`config.mk`:
```
export PLATFORM = sky130hd
export DESIGN_NAME = fft_frame_ctrl
export DESIGN_NICKNAME = d
export VERILOG_FILES = /design/src/rtl/fft_frame_ctrl.sv
export SDC_FILE = /design/constraint.sdc
export NUM_CORES = 1
export LEC_CHECK = 0
export BUFFER_PORTS_ARGS = -buffer_cell sky130_fd_sc_hd__buf_4
export CORE_ASPECT_RATIO = 1.4
export CORE_MARGIN = 8
export CORE_UTILIZATION = 35
export DETAILED_ROUTE_END_ITERATION = 8
export HOLD_SLACK_MARGIN = 0.03
export SLEW_MARGIN = 10
export SYNTH_ARGS = -nofsm -noshare
export SYNTH_HDL_FRONTEND = slang
export SYNTH_SLANG_ARGS = --single-unit
```
`constraint.sdc`:
```
create_clock -name clk2 -period 2.9 [get_ports clk2]
set_clock_uncertainty 0.2 [all_clocks]
set_input_delay 0.145 -clock clk2 [delete_from_list [all_inputs] [get_ports clk2]]
set_output_delay 0.145 -clock clk2 [all_outputs]
set_load 0.02 [all_outputs]
```
`src/rtl/fft_frame_ctrl.sv`:
```
// Ping-pong input-bank fill controller and butterfly stage sequencer for the FFT front end.
// Samples land in one bank while the other bank's full frame is run through the stages.
module fft_frame_ctrl #(
  parameter int unsigned N         = 16,
  parameter int unsigned NPTS      = 32,
  parameter int unsigned AW        = 5,
  parameter int unsigned STAGES    = 5,
  parameter int unsigned STAGE_CYC = 1
) (
  input  logic          clk2,
  input  logic          rst,
  input  logic          in_valid_i,
  input  logic [N-1:0]  in_data_i,
  output logic          in_ready_o,
  output logic          wr_en_o,
  output logic          wr_bank_o,
  output logic [AW-1:0] wr_addr_o,
  output logic [N-1:0]  wr_data_o,
  output logic          stage_en_o,
  output logic [2:0]    stage_idx_o,
  output logic          calc_bank_o,
  output logic          frame_done_o,
  output logic          ovf_o
);

  localparam logic [1:0] StIdle = 2'd0;
  localparam logic [1:0] StRun  = 2'd1;
  localparam logic [1:0] StDone = 2'd2;

  localparam int unsigned CW = (STAGE_CYC > 1) ? $clog2(STAGE_CYC) : 1;

  localparam logic [AW-1:0] LastAddr  = AW'(NPTS - 1);
  localparam logic [CW-1:0] LastCyc   = CW'(STAGE_CYC - 1);
  localparam logic [2:0]    LastStage = 3'(STAGES - 1);

  logic [AW-1:0] fill_cnt_q, fill_cnt_d;
  logic          wr_bank_q, wr_bank_d;
  logic          calc_bank_q, calc_bank_d;
  logic [1:0]    full_q, full_d;
  logic [1:0]    state_q, state_d;
  logic [2:0]    stage_idx_q, stage_idx_d;
  logic [CW-1:0] cyc_cnt_q, cyc_cnt_d;
  logic          stage_en_q, stage_en_d;
  logic          frame_done_q, frame_done_d;
  logic          ovf_q, ovf_d;

  logic          ready;
  logic          accept;
  logic [1:0]    full_set;
  logic [1:0]    full_clr;

  assign ready  = ~full_q[wr_bank_q];
  assign accept = in_valid_i & ready;

  always_comb begin
    fill_cnt_d = fill_cnt_q;
    wr_bank_d  = wr_bank_q;
    full_set   = 2'b00;
    if (accept) begin
      if (fill_cnt_q == LastAddr) begin
        fill_cnt_d          = '0;
        full_set[wr_bank_q] = 1'b1;
        wr_bank_d           = ~wr_bank_q;
      end else begin
        fill_cnt_d = fill_cnt_q + AW'(1);
      end
    end
  end

  always_comb begin
    state_d      = state_q;
    stage_idx_d  = stage_idx_q;
    cyc_cnt_d    = cyc_cnt_q;
    stage_en_d   = 1'b0;
    frame_done_d = 1'b0;
    calc_bank_d  = calc_bank_q;
    full_clr     = 2'b00;
    case (state_q)
      StIdle: begin
        if (full_q[calc_bank_q]) begin
          state_d     = StRun;
          stage_idx_d = '0;
          cyc_cnt_d   = '0;
          stage_en_d  = 1'b1;
        end
      end
      StRun: begin
        stage_en_d = 1'b1;
        if (cyc_cnt_q == LastCyc) begin
          cyc_cnt_d = '0;
          if (stage_idx_q == LastStage) begin
            state_d      = StDone;
            stage_en_d   = 1'b0;
            frame_done_d = 1'b1;
          end else begin
            stage_idx_d = stage_idx_q + 3'd1;
          end
        end else begin
          cyc_cnt_d = cyc_cnt_q + CW'(1);
        end
      end
      StDone: begin
        // Fill only ever sets a non-full bank, so this clear never collides with a set.
        full_clr[calc_bank_q] = 1'b1;
        calc_bank_d           = ~calc_bank_q;
        state_d               = StIdle;
      end
      default: state_d = StIdle;
    endcase
  end

  assign full_d = (full_q | full_set) & ~full_clr;
  assign ovf_d  = ovf_q | (in_valid_i & ~ready);

  always_ff @(posedge clk2 or posedge rst) begin
    if (rst) begin
      fill_cnt_q   <= '0;
      wr_bank_q    <= 1'b0;
      calc_bank_q  <= 1'b0;
      full_q       <= 2'b00;
      state_q      <= StIdle;
      stage_idx_q  <= '0;
      cyc_cnt_q    <= '0;
      stage_en_q   <= 1'b0;
      frame_done_q <= 1'b0;
      ovf_q        <= 1'b0;
    end else begin
      fill_cnt_q   <= fill_cnt_d;
      wr_bank_q    <= wr_bank_d;
      calc_bank_q  <= calc_bank_d;
      full_q       <= full_d;
      state_q      <= state_d;
      stage_idx_q  <= stage_idx_d;
      cyc_cnt_q    <= cyc_cnt_d;
      stage_en_q   <= stage_en_d;
      frame_done_q <= frame_done_d;
      ovf_q        <= ovf_d;
    end
  end

  assign in_ready_o   = ready;
  assign wr_en_o      = accept;
  assign wr_bank_o    = wr_bank_q;
  assign wr_addr_o    = fill_cnt_q;
  assign wr_data_o    = in_data_i;
  assign stage_en_o   = stage_en_q;
  assign stage_idx_o  = stage_idx_q;
  assign calc_bank_o  = calc_bank_q;
  assign frame_done_o = frame_done_q;
  assign ovf_o        = ovf_q;

endmodule

```
==> impl_metrics.env <==
export IMPL_die_w_um=59.6
export IMPL_maxSlewViolCount=0
export IMPL_worstSetupPathType="flip-flop to output pin"
export IMPL_critical_path_max_fanout=7
export IMPL_hold_slack_ns=0.0900
export IMPL_power_density_mw_per_mm2=1100
export IMPL_synth_cell_type_count=28
export IMPL_wl_um=1840
export IMPL_total_power_mw=1.12
export IMPL_ys_seq_elements=17
export IMPL_cp_start_kind="flip-flop"
export IMPL_place_gp_congestion=0.786
export IMPL_first_global_vias=710
export IMPL_wl_met3_um=166
export IMPL_synth_fa_ha_area_share_pct=5.36
export IMPL_diodes=0
export IMPL_ctsResizeCount=0
export IMPL_grt_pass1_wl_um=3130
export IMPL_muxShareOfSynthArea_pct=6.84
export IMPL_clock_sinks=17
export IMPL_coreArea_mm2=0.00259
export IMPL_grt_overflow=0
export IMPL_async_reset_ff_share_pct=100
export IMPL_synthFlopType="dfrtp_1"
export IMPL_area_growth_pct=8.98
export IMPL_rsz0062_at_grt="no"
export IMPL_post_cts_buffers=0
export IMPL_worstMarginPinSlew_ns=0.640
export IMPL_drc=0
export IMPL_grt_max_degree=18
export IMPL_top_layer="met4"
export IMPL_wire_per_inst_um=14.3
export IMPL_crit_path_end_kind="output pin"
export IMPL_syn_area_per_cell_um2=10.6
export IMPL_drt_iter0_drc=4
export IMPL_peakVddDrop_v=0.000492
export IMPL_grt_antenna_before_repair=0
export IMPL_final_cells=129
export IMPL_drive_gt1_share_pct=25.8
export IMPL_final_period_utilization_pct=71.9
export IMPL_vias=643
export IMPL_setup_viol=0
export IMPL_synth_xor_area_share_pct=1.88
export IMPL_outcome="complete, no violations"
export IMPL_setup_tns_ns=0
export IMPL_grt_usage_pct=8.70
export IMPL_cts_tree="done"
export IMPL_worstPathArrival_ns=1.74
export IMPL_fin_crit_ns=2.09
export IMPL_wl_met2_um=956
export IMPL_multiInputGateArea_um2=350
export IMPL_numCtsBuffers=3
export IMPL_yosys_warnings=0
export IMPL_hp_class="input pin to output pin"
export IMPL_max_freq_mhz=479
export IMPL_drv_cap=0
export IMPL_met1_length_um=703
export IMPL_portBuffers=17
export IMPL_clk_latency_ns=0.28
export IMPL_dpl_cell_count=123
export IMPL_ant_nets=0
export IMPL_fillers=277
export IMPL_p_leak_nw=0.481
export IMPL_synth_edf_count=0
export IMPL_die_h_um=77.1
export IMPL_syn_num_nets=111
export IMPL_crit_required_ns=2.56
export IMPL_synth_top_family_by_area="buffers and inverters"
export IMPL_die_area_mm2=0.00460
export IMPL_hold_viol_final=0
export IMPL_slew_headroom_pct=57.3
export IMPL_ios=50
export IMPL_clock_path_buffers=2
export IMPL_syn_area_um2=933
export IMPL_clockRootBuffer="clkbuf_4"
export IMPL_yosysSeqAreaShare_pct=45.6
export IMPL_regArea_um2=425
export IMPL_dr_pass1_iters=3
export IMPL_routed_via_density=4.98
export IMPL_postSynthCellCount=88
export IMPL_nNetsFinal=117
export IMPL_synth_compound_area_share_pct=13.5
export IMPL_synthSimpleGateAreaFrac_pct=9.92
export IMPL_rows=22
export IMPL_cts_htree_levels=1
export IMPL_initial_core_util_pct=36.1
export IMPL_clk_pin_slew_ns=0.09
export IMPL_hpwlAfterDp_um=1400
==> state kept, by name, indices dropped and copies added, names as in the netlist <==
signal and flops:
ovf_o 1, calc_bank_o 1, full_q 2, state_q 2, frame_done_o 1, stage_en_o 1, wr_addr_o 5, stage_idx_o 3
wr_bank_o 1
==> layout by cell type, fill, tap and decap left out <==
master / count
nor2b_1: 1
a2bb2oi_1: 1
o32ai_1: 1
a21oi_1: 5
nand2_1: 2
mux2_4: 2
nand2b_1: 4
nand3b_1: 2
and2_0: 1
o211ai_1: 2
nor2_1: 4
xnor2_1: 2
buf_4: 17
inv_1: 6
a31o_2: 1
o21ai_0: 2
a31oi_1: 3
dfrtp_1: 17
ha_1: 4
o2bb2ai_1: 2
nand3_1: 1
clkbuf_4: 3
mux2i_1: 2
mux2i_2: 1
o22ai_1: 1
clkbuf_1: 1
dlygate4sd3_1: 2
o21bai_1: 1
and3_1: 2
==> cells in the mapped netlist, drive strengths merged (2+ instances only) <==
master   count  area, µm²
dfrtp       17        425
nand3b       2       15.0
ha           4       50.1
o211ai       2       15.0
inv          6       22.5
mux2i        3       33.8
a31oi        3       18.8
mux2         2       30.0
a21oi        5       25.0
xnor2        2       17.5
and3         2       12.5
buf         17        131
o2bb2ai      2       17.5
nor2         4       15.0
nand2b       4       25.0
o21ai        2       10.0
nand2        2       7.51
==> final timing paths <==
check	slack, ns	start	endpoint	cells after the start
worst max-delay path	0.81	wr_bank_o	wr_en_o	3
max in group asynchronous	1.79	rst	wr_addr_o[3]	3
worst min-delay path	0.09	in_data_i[6]	wr_data_o[6]	0
worst min register to register	0.30	ovf_o	ovf_o	1
min in group asynchronous	0.29	rst	frame_done_o	3
worst max register to register	1.01	wr_bank_o	wr_addr_o[4]	3
==> routing by layer <==
metal / vias up / track usage [%]
met4: 0 / 5.04
li1: 295 / -
met1: 316 / 8.93
met3: 2 / 3.51
met2: 30 / 14.2
met5: - / 0
==> timing repair <==
item,CTS,global route
endpoints found under the hold margin,21,0
hold buffers,2,0
endpoints found under the setup margin,0,0
==> kinds of logic (layout without fill, tap and decap cells) <==
group / after synthesis / count (layout)
fa+ha+maj: 4 / 4
xor+xnor: 2 / 2
compound gates: 19 / 19
mux: 5 / 5
buf+inv: 24 / 29
simple gates: 17 / 17
flops: 17 / 17
==> stage by stage <==
stage	cell area (µm²)	worst slack, ns	utilization, %
detailed placement	971	1.04	37.5
finish	1020	0.814	39.3
global route	1020	0.735	39.3
global placement	971	1.04	37.5
floorplan	933	0.901	-
CTS	1020	0.806	39.3
==> cell type report <==
type | instances | area share (%)
clock buffers | 4 | 2.58
inverters | 6 | 2.21
multi-input cells | 47 | 34.4
flip-flops and latches | 17 | 41.8
well taps | 36 | 4.43
repair buffers | 19 | 14.5
==> worst max-delay path, cell delays in order, from the launching register on <==
cell     delay, ns
dfrtp_1       0.46
mux2i_2       0.42
and2_0        0.37
buf_4         0.21
==> report_power, final <==
part	internal (mW)	switching [mW]	total, mW
Combinational	0.266	0.305	0.571
Sequential	0.332	0.0919	0.424
Clock	0.0534	0.0710	0.124
Total	0.651	0.468	1.12
No activity file was read; power rests on OpenSTA's default activity.
